`src/rtl/t05_hist_pkg.sv`:
```
// Shared types and defaults for the Huffman histogram and the tree builder.
// Latency: n/a (types, constants and a combinational helper only).
// Backpressure: n/a.
package t05_hist_pkg;

  localparam int unsigned HIST_SYM_W   = 8;
  localparam int unsigned HIST_CNT_W   = 32;
  localparam logic [7:0]  HIST_EOF_SYM = 8'h1A;

  typedef enum logic [2:0] {
    ST_IDLE,
    ST_CLEAR,
    ST_ACCEPT,
    ST_READ,
    ST_WRITE,
    ST_DONE
  } hist_state_t;

  // Saturating +1 on the low w bits of v (w <= 64). Callers size-cast the
  // result back to their own width.
  function automatic logic [63:0] sat_inc(input logic [63:0] v, input int unsigned w);
    logic [63:0] max_v;
    max_v = (w >= 64) ? {64{1'b1}} : ((64'd1 << w) - 64'd1);
    return (v >= max_v) ? max_v : v + 64'd1;
  endfunction

endpackage

```
`src/rtl/t05_histogram_rmw.sv`:
```
// Symbol histogram: zero-fills a 2^SYM_W-entry SRAM table, then read-modify-writes one count per symbol.
// Latency: CLEAR 2^SYM_W cycles, 3 cycles per symbol with zero-wait ack (2 on a forwarding hit).
// Backpressure: sym_ready only in ACCEPT; SRAM requests are held unchanged until mem_ack.
//
// Ports: clk/rst (sync, active-high); start; sym_valid/sym_ready/sym_data symbol handshake;
//   mem_addr/mem_rd/mem_wr/mem_wdata/mem_rdata/mem_ack acknowledged SRAM port;
//   busy, done (1-cycle pulse), total (saturating symbol count), distinct (new nonzero entries).
// Optional build macro: T05_HIST_FWD_EN forwards the last written count when a symbol repeats.
module t05_histogram_rmw
  import t05_hist_pkg::*;
#(
  parameter int unsigned      SYM_W   = HIST_SYM_W,
  parameter int unsigned      CNT_W   = HIST_CNT_W,
  parameter int unsigned      TOT_W   = 32,
  parameter logic [SYM_W-1:0] EOF_SYM = SYM_W'(HIST_EOF_SYM)
) (
  input  logic             clk,
  input  logic             rst,
  input  logic             start,
  input  logic             sym_valid,
  output logic             sym_ready,
  input  logic [SYM_W-1:0] sym_data,
  output logic [SYM_W-1:0] mem_addr,
  output logic             mem_rd,
  output logic             mem_wr,
  output logic [CNT_W-1:0] mem_wdata,
  input  logic [CNT_W-1:0] mem_rdata,
  input  logic             mem_ack,
  output logic             busy,
  output logic             done,
  output logic [TOT_W-1:0] total,
  output logic [SYM_W:0]   distinct
);

  hist_state_t      state_q, state_d;
  logic [SYM_W-1:0] clr_addr_q;
  logic [SYM_W-1:0] sym_q;
  logic [CNT_W-1:0] rdata_q;
  logic [CNT_W-1:0] wr_val;
  logic [TOT_W-1:0] total_q;
  logic [SYM_W:0]   distinct_q;
  logic             hit_q;     // current symbol's count came from the held entry
  logic             fwd_hit;

`ifdef T05_HIST_FWD_EN
  logic             fwd_vld_q;
  logic [SYM_W-1:0] fwd_addr_q;
  logic [CNT_W-1:0] fwd_val_q;

  // The held entry is only ever the previous symbol of this run, so a match
  // means back-to-back repeats; its SRAM copy is already up to date.
  assign fwd_hit = fwd_vld_q && (sym_data == fwd_addr_q);
`else
  assign fwd_hit = 1'b0;
`endif

  assign wr_val   = CNT_W'(sat_inc(64'(rdata_q), CNT_W));
  assign total    = total_q;
  assign distinct = distinct_q;

  always_comb begin
    state_d   = state_q;
    sym_ready = 1'b0;
    mem_rd    = 1'b0;
    mem_wr    = 1'b0;
    mem_addr  = '0;
    mem_wdata = '0;
    busy      = (state_q != ST_IDLE);
    done      = 1'b0;
    case (state_q)
      ST_IDLE: begin
        if (start) state_d = ST_CLEAR;
      end
      ST_CLEAR: begin
        mem_wr   = 1'b1;
        mem_addr = clr_addr_q;
        if (mem_ack && (clr_addr_q == {SYM_W{1'b1}})) state_d = ST_ACCEPT;
      end
      ST_ACCEPT: begin
        sym_ready = 1'b1;
        if (sym_valid) state_d = fwd_hit ? ST_WRITE : ST_READ;
      end
      ST_READ: begin
        mem_rd   = 1'b1;
        mem_addr = sym_q;
        if (mem_ack) state_d = ST_WRITE;
      end
      ST_WRITE: begin
        mem_wr    = 1'b1;
        mem_addr  = sym_q;
        mem_wdata = wr_val;
        if (mem_ack) state_d = (sym_q == EOF_SYM) ? ST_DONE : ST_ACCEPT;
      end
      ST_DONE: begin
        done    = 1'b1;
        state_d = ST_IDLE;
      end
      default: state_d = ST_IDLE;
    endcase
  end

  always_ff @(posedge clk) begin
    if (rst) begin
      state_q    <= ST_IDLE;
      clr_addr_q <= '0;
      sym_q      <= '0;
      rdata_q    <= '0;
      total_q    <= '0;
      distinct_q <= '0;
      hit_q      <= 1'b0;
`ifdef T05_HIST_FWD_EN
      fwd_vld_q  <= 1'b0;
      fwd_addr_q <= '0;
      fwd_val_q  <= '0;
`endif
    end else begin
      state_q <= state_d;
      case (state_q)
        ST_IDLE: begin
          if (start) begin
            clr_addr_q <= '0;
            total_q    <= '0;
            distinct_q <= '0;
`ifdef T05_HIST_FWD_EN
            fwd_vld_q  <= 1'b0;
`endif
          end
        end
        ST_CLEAR: begin
          if (mem_ack) clr_addr_q <= clr_addr_q + SYM_W'(1);
        end
        ST_ACCEPT: begin
          if (sym_valid) begin
            sym_q <= sym_data;
            hit_q <= fwd_hit;
`ifdef T05_HIST_FWD_EN
            if (fwd_hit) rdata_q <= fwd_val_q;
`endif
          end
        end
        ST_READ: begin
          if (mem_ack) rdata_q <= mem_rdata;
        end
        ST_WRITE: begin
          if (mem_ack) begin
            total_q <= TOT_W'(sat_inc(64'(total_q), TOT_W));
            if ((rdata_q == '0) && !hit_q) distinct_q <= distinct_q + (SYM_W+1)'(1);
`ifdef T05_HIST_FWD_EN
            fwd_vld_q  <= 1'b1;
            fwd_addr_q <= sym_q;
            fwd_val_q  <= wr_val;
`endif
          end
        end
        default: ;
      endcase
    end
  end

endmodule

```
`config.mk`:
```
export PLATFORM = sky130hd
export DESIGN_NAME = t05_histogram_rmw
export DESIGN_NICKNAME = d
export VERILOG_FILES = /design/src/rtl/t05_hist_pkg.sv /design/src/rtl/t05_histogram_rmw.sv
export SDC_FILE = /design/constraint.sdc
export NUM_CORES = 1
export LEC_CHECK = 0
export CAP_MARGIN = 15
export CORE_ASPECT_RATIO = 0.7
export CORE_MARGIN = 1
export CORE_UTILIZATION = 40
export CTS_BUF_LIST = sky130_fd_sc_hd__clkbuf_16
export DETAILED_ROUTE_END_ITERATION = 10
export DONT_BUFFER_PORTS = 1
export PLACE_DENSITY = 0.65
export SKIP_LAST_GASP = 1
export SLEW_MARGIN = 20
export SYNTH_ARGS = -nofsm -noshare
export SYNTH_HDL_FRONTEND = slang
export SYNTH_SLANG_ARGS = --single-unit
```
`constraint.sdc`:
```
create_clock -name clk -period 3.5 [get_ports clk]
set_clock_uncertainty 0.1 [all_clocks]
set_input_delay 0.175 -clock clk [delete_from_list [all_inputs] [get_ports clk]]
set_output_delay 0.175 -clock clk [all_outputs]
set_load 0.1 [all_outputs]
```
==> run_results.csv <==
group,metric,value,unit
global_route,grt_start_max_net_pins,62,
timing,slew_headroom,32.4,%
timing,final-setup-viol-count,0,
final_layout,synthToLayoutAreaGrowth,36.1,%
clock_tree,clk_latency_worst_skew_pair,0.34,ns
global_route,grtUsageTotal,25.0,%
synth,number_of_warnings_printed_during_yosys_synthesis,0,
timing,slew_violations,0,
clock_tree,tritoncts.num_buffers,9,
global_route,global_route.usage.met3,7.40,%
timing,hold_viol_final,0,
final_layout,nNetsFinal,882,
drt,drc,0,
timing,fmaxAchievable,0.313,GHz
power,power.density,348,nW/µm²
drt,routed_wire_length_per_instance,17.4,µm
synth,async_flop_share,0,%
die,std_cell_rows,35,
drt,vias,5909,
clock_tree,cts.sink_count,92,
drt,totalWireLength,17700,µm
die,fp.dieW,143,µm
die,start_util,41.6,%
synth,ys_seq_area_share,33.3,%
die,io-pin-count,131,
setup_path,cp.required,3.22,ns
synth,postSynthAreaPerCell,7.48,µm²
synth,synth.net_count,790,
place,worst_slack_at_placement,0.723,ns
synth,postSynthCellCount,740,
die,die_y,100,µm
power,vdd.ir_drop.worst,0.278,mV
synth,synth.cell_area,5540,µm²
synth,flip_flop_and_latch_count_after_synthesis,92,
drt,routed_via_density,5.79,
clock_tree,cts-root-to-sink-buffers,2,
global_route,number_of_global_route_vias_before_repair,5635,
setup_path,critical_path.endpoint_type,"output port",
timing,worst_hold_margin,0.0921,ns
synth,number_of_synthesized_flops_with_an_enable_pin,0,
setup_path,criticalPathCategory,"reg2out",
final_layout,layout-drive-gt1-share,20.1,%
place,detailedPlacementHpwl,12600,µm
timing,setup_ws,0.301,ns
drt,ant_nets,0,
clock_tree,post_cts.resized_instances,0,
global_route,global_route.peak_usage_layer,"met2",
global_route,groute.layer.met1.usage,33.7,%
setup_path,timing.critical_path.fanout_max,24,
clock_tree,cts_tree,"yes",
final_layout,final_common_cell,"sky130_fd_sc_hd__nand2_1",
final_layout,antenna-diode-count,0,
timing,worstMarginPinSlew,1.01,ns
timing,grt_setup_unrepaired,"no",
setup_path,cp.arrival,2.92,ns
global_route,met2_use_gr,39.0,%
setup_path,start_kind,"flip-flop",
timing,min_period,3.20,ns
synth,synth_cell_types,66,
run_status,status,"finished clean",
die,fp.dieArea,14300,µm²
global_route,first_pass_grt_wire_length,28500,µm
synth,dominantRegCellSynth,"sky130_fd_sc_hd__dfxtp_1",
job,cap_viol_max_count,0,
clock_tree,clockRootBuffer,"sky130_fd_sc_hd__clkbuf_16",
place,gp_routability_congestion,0.926,
global_route,grt_antenna_before_repair,1,
drt,drt_iter0_drc,504,
final_layout,mostFrequentLayoutCells,"sky130_fd_sc_hd__nand2_1 (130), sky130_fd_sc_hd__dfxtp_1 (92), sky130_fd_sc_hd__buf_4 (66)",
global_route,grt_overflow_total,0,
clock_tree,h-tree-depth,3,
die,core_region_area,13300,µm²
min_path,hold_path_class,"in2reg",
clock_tree,clkSlewWorstSetupHoldPaths,0.07,ns
drt,drt-pass1-iter-count,5,
power,p_leak,2.54,nW
timing,finalCritPeriodShare,91.4,%
place,placement.io_buffers,0,
-- final cells by class --
type | instances | area (µm²)
Fill cell | 1206 | 5780
Multi-Input combinational cell | 582 | 3610
Sequential cell | 92 | 1840
Timing Repair Buffer | 135 | 1490
Tap cell | 185 | 231
Clock buffer | 9 | 225
Clock inverter | 6 | 88.8
Inverter | 12 | 45.0
-- metal layers --
layer	share of wire, %	vias up
li1	-	2856
met1	45	2754
met2	44	271
met3	9.5	26
met4	1.3	2
met5	0.073	-
-- worst max-delay path: stages (launching register included) --
cell                      delay [ns]
sky130_fd_sc_hd__dfxtp_1        0.42
sky130_fd_sc_hd__ha_1           0.26
sky130_fd_sc_hd__nand2_1        0.10
sky130_fd_sc_hd__or3_1          0.60
sky130_fd_sc_hd__nor2_1         0.37
sky130_fd_sc_hd__nand2_1        0.09
sky130_fd_sc_hd__buf_4          0.28
sky130_fd_sc_hd__a21oi_2        0.26
sky130_fd_sc_hd__buf_12         0.21
-- worst paths after layout --
| check | startpoint | slack, ns | end | depth (start not counted) |
|---|---|---|---|---|
| setup / recovery | rdata_q[0]$_SDFFE_PP0P_ | 0.30 | mem_wdata[19] | 8 |
| hold / removal | rst | 0.09 | sym_q[0]$_SDFFE_PP0P_ | 2 |
| setup reg to reg | state_q[0]$_SDFFE_PP0P_ | 0.58 | rdata_q[0]$_SDFFE_PP0P_ | 7 |
| hold reg to reg | rdata_q[14]$_SDFFE_PP0P_ | 0.41 | rdata_q[14]$_SDFFE_PP0P_ | 2 |
-- where the power goes --
| group | internal (W) | switching [W] | total (W) |
|---|---|---|---|
| Sequential | 0.00107 | 0.0000448 | 0.00112 |
| Clock | 0.000623 | 0.000419 | 0.00104 |
| Combinational | 0.000149 | 0.000318 | 0.000466 |
| Total | 0.00184 | 0.000781 | 0.00262 |
-- registers in the layout (all words and copies together) (netlist names) --
register and flops:
state_q 3, rdata_q 32, sym_q 8, clr_addr_q 8
total 32, distinct 9
-- through the flow --
step / TNS [ns] / total power [W] / cell area (µm²) / cells / utilization, %
after CTS: 0 / 0.00263 / 7530 / 1021 / 56.6
final: 0 / 0.00262 / 7530 / 1021 / 56.6
after detailed placement: 0 / 0.00154 / 6780 / 964 / 50.9
after global routing: 0 / 0.00273 / 7530 / 1021 / 56.6
after floorplan: -0.344 / 0.00146 / 5540 / 740 / -
after global placement: 0 / 0.00153 / 6780 / 964 / 50.9
-- Yosys cell counts (12+ instances only) --
cell / count / share of area, %
sky130_fd_sc_hd__nand2_1: 131 / 8.9
sky130_fd_sc_hd__dfxtp_1: 92 / 33
sky130_fd_sc_hd__a21oi_1: 78 / 7.1
sky130_fd_sc_hd__nor2_1: 46 / 3.1
sky130_fd_sc_hd__o21ai_0: 45 / 4.1
sky130_fd_sc_hd__clkbuf_1: 37 / 2.5
sky130_fd_sc_hd__nand3_1: 33 / 3.0
sky130_fd_sc_hd__mux2i_1: 24 / 4.3
sky130_fd_sc_hd__nor3_1: 19 / 1.7
sky130_fd_sc_hd__xnor2_1: 19 / 3.0
sky130_fd_sc_hd__nand4_1: 16 / 1.8
sky130_fd_sc_hd__and3_1: 15 / 1.7
sky130_fd_sc_hd__buf_2: 14 / 1.3
sky130_fd_sc_hd__inv_1: 12 / 0.81
sky130_fd_sc_hd__or3_1: 12 / 1.4
-- timing repair --
item                                    in CTS  in global routing
endpoints found under the hold margin       61                  0
endpoints found under the setup margin       0                  0
setup buffers                                0                  0
hold buffers                                42                  0
-- cells by family (layout without fill, tap and decap cells) --
kind of cell	count (synthesis)	count (layout)	share of synthesized area [%]
compound gates	191	191	21.0
xor+xnor	27	27	4.27
buf+inv	66	162	5.00
fa+ha+maj	5	5	1.13
simple gates	334	334	30.8
flops	92	92	33.3
mux	25	25	4.54
Note: power is estimated with default switching activity, not from simulation.
